===== src/rtl/apb4_mem_slave_if.sv =====
// APB4 bus bundle for apb4_mem_slave: requester-driven request signals and
// slave-driven response signals, with master/slave modports.
interface apb4_mem_slave_if #(
    parameter int ADDR_WIDTH = 32,
    parameter int DATA_WIDTH = 32
);
    localparam int DATA_STRB = DATA_WIDTH / 8;

    logic [ADDR_WIDTH-1:0] paddr;
    logic [2:0]            prot;
    logic                  pwrite;
    logic                  psel;
    logic                  penable;
    logic [DATA_WIDTH-1:0] pwdata;
    logic [DATA_STRB-1:0]  pstrb;
    logic                  pready;
    logic                  slverr;
    logic [DATA_WIDTH-1:0] prdata;

    modport master (
        output paddr, prot, pwrite, psel, penable, pwdata, pstrb,
        input  pready, slverr, prdata
    );

    modport slave (
        input  paddr, prot, pwrite, psel, penable, pwdata, pstrb,
        output pready, slverr, prdata
    );
endinterface


===== src/rtl/apb4_mem_slave.sv =====
// Parametrised APB4 memory slave with window decode, byte strobes, PSLVERR and a
// registered wait-state FSM. Define APB4_MEM_SLAVE_PROT_CHECK_EN to reject non-secure accesses.
module apb4_mem_slave #(
    parameter int                    ADDR_WIDTH  = 32,
    parameter int                    DATA_WIDTH  = 32,
    parameter int                    MEM_DEPTH   = 16,
    parameter logic [ADDR_WIDTH-1:0] BASE_ADDR   = ADDR_WIDTH'(32'hA200_0000),
    parameter int                    WAIT_STATES = 0
) (
    input logic             clk,
    input logic             rst,
    apb4_mem_slave_if.slave bus
);
    localparam int DATA_STRB = DATA_WIDTH / 8;
    localparam int OFF_LSB   = $clog2(DATA_STRB);
    localparam int IDX_W     = $clog2(MEM_DEPTH);
    localparam logic [ADDR_WIDTH-1:0] WIN_BYTES  = ADDR_WIDTH'(MEM_DEPTH * DATA_STRB);
    localparam logic [ADDR_WIDTH-1:0] ALIGN_MASK = ADDR_WIDTH'(DATA_STRB - 1);
    localparam logic [3:0]            WAIT_LOAD  = 4'(WAIT_STATES);

    // Elaboration-time guards on the legal parameter space.
    if ((DATA_WIDTH % 8) != 0 || DATA_WIDTH < 8 || DATA_WIDTH > 64) begin : g_bad_width
        $error("apb4_mem_slave: DATA_WIDTH must be a multiple of 8 in 8..64");
    end
    if (MEM_DEPTH < 2 || (MEM_DEPTH & (MEM_DEPTH - 1)) != 0) begin : g_bad_depth
        $error("apb4_mem_slave: MEM_DEPTH must be a power of 2, >= 2");
    end
    if (WAIT_STATES < 0 || WAIT_STATES > 15) begin : g_bad_wait
        $error("apb4_mem_slave: WAIT_STATES must be in 0..15");
    end
    if ((BASE_ADDR & (WIN_BYTES - 1'b1)) != '0) begin : g_bad_base
        $error("apb4_mem_slave: BASE_ADDR must be aligned to the window size");
    end

    typedef enum logic [1:0] {
        ST_IDLE = 2'd0,
        ST_WAIT = 2'd1,
        ST_RESP = 2'd2
    } state_e;

    typedef logic [DATA_WIDTH-1:0] word_t;

    state_e             state_q,  state_d;
    logic [3:0]         cnt_q,    cnt_d;
    logic               write_q,  write_d;
    logic [IDX_W-1:0]   idx_q,    idx_d;
    logic               err_q,    err_d;
    logic               pready_q, pready_d;
    logic               slverr_q, slverr_d;
    word_t              prdata_q, prdata_d;
    word_t              mem_q [MEM_DEPTH];
    word_t              mem_d [MEM_DEPTH];

    logic [ADDR_WIDTH-1:0] off;
    logic                  dec_err;
    logic [IDX_W-1:0]      dec_idx;

    // Window decode; the offset wraps, so addresses below BASE_ADDR land far out of range.
    always_comb begin
        off     = bus.paddr - BASE_ADDR;
        dec_err = !((off < WIN_BYTES) && ((off & ALIGN_MASK) == '0));
`ifdef APB4_MEM_SLAVE_PROT_CHECK_EN
        if (bus.prot[1]) begin
            dec_err = 1'b1;
        end
`endif
        dec_idx = off[OFF_LSB +: IDX_W];
    end

    // NOTE: every signal gets a default at the top of the block so no path leaves
    // a value unassigned; otherwise synthesis infers a latch.
    always_comb begin
        state_d  = state_q;
        cnt_d    = cnt_q;
        write_d  = write_q;
        idx_d    = idx_q;
        err_d    = err_q;
        prdata_d = prdata_q;
        mem_d    = mem_q;
        pready_d = 1'b0;
        slverr_d = 1'b0;

        unique case (state_q)
            ST_IDLE: begin
                if (bus.psel && !bus.penable) begin
                    write_d = bus.pwrite;
                    idx_d   = dec_idx;
                    err_d   = dec_err;
                    cnt_d   = WAIT_LOAD;
                    if (!bus.pwrite) begin
                        prdata_d = dec_err ? '0 : mem_q[dec_idx];
                    end
                    if (WAIT_STATES > 0) begin
                        state_d = ST_WAIT;
                    end else begin
                        state_d  = ST_RESP;
                        pready_d = 1'b1;
                        slverr_d = dec_err;
                    end
                end
            end

            ST_WAIT: begin
                if (!bus.psel) begin
                    state_d = ST_IDLE;
                end else begin
                    cnt_d = cnt_q - 4'd1;
                    if (cnt_q == 4'd1) begin
                        state_d  = ST_RESP;
                        pready_d = 1'b1;
                        slverr_d = err_q;
                    end
                end
            end

            ST_RESP: begin
                state_d = ST_IDLE;
                // Data and strobes are taken from the bus on the completing edge itself.
                if (bus.psel && bus.penable && write_q && !err_q) begin
                    for (int b = 0; b < DATA_STRB; b++) begin
                        if (bus.pstrb[b]) begin
                            mem_d[idx_q][8*b +: 8] = bus.pwdata[8*b +: 8];
                        end
                    end
                end
            end

            default: begin
                state_d = ST_IDLE;
            end
        endcase
    end

    // NOTE: sequential state uses non-blocking assignments so every flop samples
    // the pre-edge value of its inputs, independent of statement order.
    always_ff @(posedge clk or posedge rst) begin
        if (rst) begin
            state_q  <= ST_IDLE;
            cnt_q    <= '0;
            write_q  <= 1'b0;
            idx_q    <= '0;
            err_q    <= 1'b0;
            pready_q <= 1'b0;
            slverr_q <= 1'b0;
            prdata_q <= '0;
            // NOTE: the storage array is cleared by reset because the block must
            // come up reading zeros; this forces flop storage rather than a RAM macro.
            for (int w = 0; w < MEM_DEPTH; w++) begin
                mem_q[w] <= '0;
            end
        end else begin
            state_q  <= state_d;
            cnt_q    <= cnt_d;
            write_q  <= write_d;
            idx_q    <= idx_d;
            err_q    <= err_d;
            pready_q <= pready_d;
            slverr_q <= slverr_d;
            prdata_q <= prdata_d;
            mem_q    <= mem_d;
        end
    end

    assign bus.pready = pready_q;
    assign bus.slverr = slverr_q;
    assign bus.prdata = prdata_q;

endmodule


===== src/flat_wrapper.sv =====
// flat-port wrapper written by rule: the top's interface ports become plain ports
module apb4_mem_slave_flat 
#(
    parameter int                    ADDR_WIDTH  = 32,
    parameter int                    DATA_WIDTH  = 32,
    parameter int                    MEM_DEPTH   = 16,
    parameter logic [ADDR_WIDTH-1:0] BASE_ADDR   = ADDR_WIDTH'(32'hA200_0000),
    parameter int                    WAIT_STATES = 0
)
  (clk, rst, bus_paddr, bus_prot, bus_pwrite, bus_psel, bus_penable, bus_pwdata, bus_pstrb, bus_pready, bus_slverr, bus_prdata);
  apb4_mem_slave_if #(.ADDR_WIDTH(ADDR_WIDTH), .DATA_WIDTH(DATA_WIDTH)) bus_i ();
  input logic clk;
  input logic rst;
  input wire logic [$bits(bus_i.paddr)-1:0] bus_paddr;
  input wire logic [$bits(bus_i.prot)-1:0] bus_prot;
  input wire logic [$bits(bus_i.pwrite)-1:0] bus_pwrite;
  input wire logic [$bits(bus_i.psel)-1:0] bus_psel;
  input wire logic [$bits(bus_i.penable)-1:0] bus_penable;
  input wire logic [$bits(bus_i.pwdata)-1:0] bus_pwdata;
  input wire logic [$bits(bus_i.pstrb)-1:0] bus_pstrb;
  output wire logic [$bits(bus_i.pready)-1:0] bus_pready;
  output wire logic [$bits(bus_i.slverr)-1:0] bus_slverr;
  output wire logic [$bits(bus_i.prdata)-1:0] bus_prdata;
  assign bus_i.paddr = bus_paddr;
  assign bus_i.prot = bus_prot;
  assign bus_i.pwrite = bus_pwrite;
  assign bus_i.psel = bus_psel;
  assign bus_i.penable = bus_penable;
  assign bus_i.pwdata = bus_pwdata;
  assign bus_i.pstrb = bus_pstrb;
  assign bus_pready = bus_i.pready;
  assign bus_slverr = bus_i.slverr;
  assign bus_prdata = bus_i.prdata;
  apb4_mem_slave #(.ADDR_WIDTH(ADDR_WIDTH), .DATA_WIDTH(DATA_WIDTH), .MEM_DEPTH(MEM_DEPTH), .BASE_ADDR(BASE_ADDR), .WAIT_STATES(WAIT_STATES)) u_core (.clk(clk), .rst(rst), .bus(bus_i));
endmodule

===== config.mk =====
export PLATFORM = sky130hd
export DESIGN_NAME = apb4_mem_slave_flat
export DESIGN_NICKNAME = d
export VERILOG_FILES = /design/src/rtl/apb4_mem_slave_if.sv /design/src/rtl/apb4_mem_slave.sv /design/src/flat_wrapper.sv
export SDC_FILE = /design/constraint.sdc
export NUM_CORES = 1
export LEC_CHECK = 0
export ABC_CLOCK_PERIOD_IN_PS = 22800
export CAP_MARGIN = 20
export CELL_PAD_IN_SITES_DETAIL_PLACEMENT = 0
export CELL_PAD_IN_SITES_GLOBAL_PLACEMENT = 1
export CORE_ASPECT_RATIO = 1.75
export CORE_MARGIN = 5
export CORE_UTILIZATION = 50
export CTS_CLUSTER_SIZE = 40
export DETAILED_ROUTE_END_ITERATION = 10
export GPL_ROUTABILITY_DRIVEN = 1
export PLACE_DENSITY_LB_ADDON = 0.1
export SYNTH_ARGS = -nofsm -noshare
export SYNTH_HDL_FRONTEND = slang
export SYNTH_SLANG_ARGS = --single-unit

===== constraint.sdc =====
create_clock -name clk -period 22.8 [get_ports clk]
set_clock_uncertainty 0.2 [all_clocks]
set_input_delay 4.56 -clock clk [delete_from_list [all_inputs] [get_ports clk]]
set_output_delay 4.56 -clock clk [all_outputs]
set_load 0.005 [all_outputs]

==> key figures <==
Cells and area
  – Antenna cells: 0
  – Layout Nets: 1,872
  – Synth-to-Final Area Change: 13.5%
  – Layout cell share with drive strength beyond 1: 38.1%
  – Fin cells: 2,493

Die
  – Io pins: 110
  – Starting Density: 50.3%
  – Die area: 0.0545 sq mm
  – Die Ht: 305 um
  – # rows: 108
  – DIE WIDTH: 179 um
  – CORE AREA: 0.0495 sq mm

Timing
  – Fmax: 0.129 GHz
  – Actual slew at the worst max-slew pin: 1.10 ns
  – Final setup fails: 0
  – RSZ-0062 raised after global routing: false
  – Slew Viols, Final: 0
  – Final Cycle Share: 33.9%
  – Fin. Hold Viols: 0
  – Min Tclk post-route: 7.73 ns
  – Rel. slew slack: 26.6%
  – Final TNS setup: 0 ns

Setup path
  – CP max FO: 88
  – Worst path bufs/invs: 7
  – CP max stage delay: 0.76 ns
  – Kind of cell adding the most delay to the critical path: buffers and inverters
  – Cell repeated most along the worst path: buf_4
  – Crit path depth: 7
  – Crit path arrival time: 8.27 ns
  – CP Data Required Time: 23.34 ns
  – FF-to-FF Start: u_core.state_q[1]
  – Setup slack, reg-to-reg: 19.29 ns
  – Register-to-Register Path Depth: 5
  – CP max-delay cell: buf_4
  – CP startpoint: rst
  – Critical path launch point type: input pin
  – Reg2reg end: u_core.bus.prdata[30]
  – Crit. End Element: async pin
  – Worst path cell trace: clkdlybuf4s50_1 > inv_8 > buf_16 > buf_4 > buf_4 > buf_4 > buf_16
  – Crit Path Class: in -> async
  – Capture point of the worst path: u_core.mem_q[181]

Synth
  – Most used DFF post-synth: dfrtp_1
  – Distinct cells, synth: 35
  – Post-synth EDFFs: 0
  – Post-synthesis sequential area ratio: 55.6%
  – Cell Area, Synth: 0.0249 sq mm
  – Synth area leader: dfrtp_1
  – Synth Instances: 1,719
  – Synth top area share: 55.6%
  – Register bit total from synthesis: 553
  – Commonest cells post-synth: dfrtp_1 (553), mux2_2 (518), mux2i_1 (156), nand2_1 (101), clkbuf_1 (67)
  – Mapped Nets: 1,796
  – Most frequent cell after synthesis: dfrtp_1
  – YS warnings: 0
  – Syn Area/Cell: 14.5 sq um
  – Async set-reset flop share out of synthesis: 100%
  – Synth area leaders: dfrtp_1 (56%), mux2_2 (23%), mux2i_1 (6.3%)

Route
  – WL final: 61,200 um
  – DR iter-0 viols: 842
  – Avg WL per Cell: 24.5 um
  – DRT antenna net count: 0
  – Via density per instance: 5.90
  – Remaining DRCs: 0
  – Via count: 14.7k
  – 1st-pass router iterations: 5

Status
  – Run status: complete, no violations

Clocking
  – Later-pin clock latency in the skew report: 0.58 ns
  – Post_cts resized: 0
  – Hold buffer count at CTS: 0
  – Clk sinks: 553
  – TritonCTS clock tree: built
  – TritonCTS Buffers: 51
  – Clock slew at reported path FFs: 0.06 ns
  – Clock Path Buffers: 3
  – Root Buffer: clkbuf_16
  – Postcts setup bufs: 0
  – Htree depth: 2

Global routing
  – Pin count of the biggest net entering global routing: 146
  – Gr usage total: 23.0%
  – Vias in the first global route: 16.0k
  – Overflow after GRT: 0
  – First-pass GRT wire length: 96,400 um
  – Initial antenna violation count: 0

Run
  – Max Cap Violations: 0

Power
  – VDD IR max: 53.2 uV
  – Leakage: 13.9 nW
  – Pwr Density: 69.7 mW/mm^2

Placed design
  – Half-perimeter wire length after detailed placement: 37,400 um
  – Cell count after placement: 2,399
  – RD Place Congestion: 0.756
  – # port buffers: 106

Hold path
  – Worst hold path class: reg -> reg
## layer usage
| metal | GRT usage (%) | share of wire [%] | wire (um) | up-vias |
|---|---|---|---|---|
| met1 | 29.9 | 40 | 24800 | 7801 |
| met5 | 0 | 0 | 0 | - |
| met2 | 40.9 | 53 | 32400 | 318 |
| met3 | 2.76 | 4.1 | 2480 | 89 |
| met4 | 6.02 | 2.5 | 1530 | 0 |
| li1 | - | - | - | 6492 |
## cell type report
cell class                 instances  area, sq um
clock inverter                    22          218
inverter                           3         18.8
sequential                       553        13800
clock buffer                      69         1490
tap                              660          826
multi-input combinational       1062        10600
timing repair buffer             124         1250
fill                            4035        21200
## cell usage in the layout, fill, tap and decap left out, types with 30 or more instances in the layout
cell,instances
nand2_1,101
mux2i_1,156
a31oi_1,31
nor2_1,43
dfrtp_1,553
clkdlybuf4s50_1,102
clkbuf_16,53
mux4_2,66
o21ai_1,30
a22oi_1,62
mux2_2,518
## sequential cells by signal (all words and copies together) (netlist names)
register / count
u_core.state_q: 1
u_core.idx_q: 4
u_core.err_q: 1
u_core.bus.prdata: 32
u_core.write_q: 1
u_core.bus.pready: 1
u_core.mem_q: 512
u_core.bus.slverr: 1
## worst register-to-register path: stages, from the launching register on
cell and delay [ns]:
dfrtp_1 0.40, nor3b_2 0.75, nand2b_4 0.58, or3_1 0.50, or4_4 0.73, o21ai_0 0.27
## cells by family (layout without fill, tap and decap cells)
kind of cell    after synthesis  count (layout)  synth area share [%]
fa+ha+maj                     1               1                0.0502
simple gates                192             192                  3.46
flops                       553             553                  55.6
buf+inv                     104             218                  1.85
mux                         740             740                  35.7
compound gates              129             129                  3.39
## metrics by stage
stage                     worst slack, ns  utilization, %  total power [mW]  cell area, sq um  hold WS (ns)
final                               15.07            57.1              1.97             28300         0.273
after global routing                14.51            57.1              2.04             28300         0.307
after CTS                           14.54            57.0              1.99             28200         0.276
after detailed placement            13.92            53.5              1.12             26500         0.267
after global placement              14.11            53.5              1.11             26500         0.261
after floorplan                      2.58               -              1.07             24900         0.241
## power by group
| part | switching (mW) | internal [mW] | total [mW] |
|---|---|---|---|
| sequential | 0.00380 | 0.985 | 0.989 |
| combinational | 0.0734 | 0.0364 | 0.110 |
| clock | 0.369 | 0.501 | 0.870 |
| total | 0.446 | 1.52 | 1.97 |
## how the worst min path moves through the flow
stage | from | end | depth (start not counted)
finish | u_core.state_q[1] | u_core.state_q[1] | 1
global route | u_core.state_q[1] | u_core.state_q[1] | 1
CTS | u_core.state_q[1] | u_core.state_q[1] | 1
detailed placement | u_core.state_q[1] | u_core.state_q[1] | 1
global placement | u_core.state_q[1] | u_core.state_q[1] | 1
floorplan | u_core.state_q[1] | u_core.state_q[1] | 1
No activity file was read; power rests on OpenSTA's default activity.
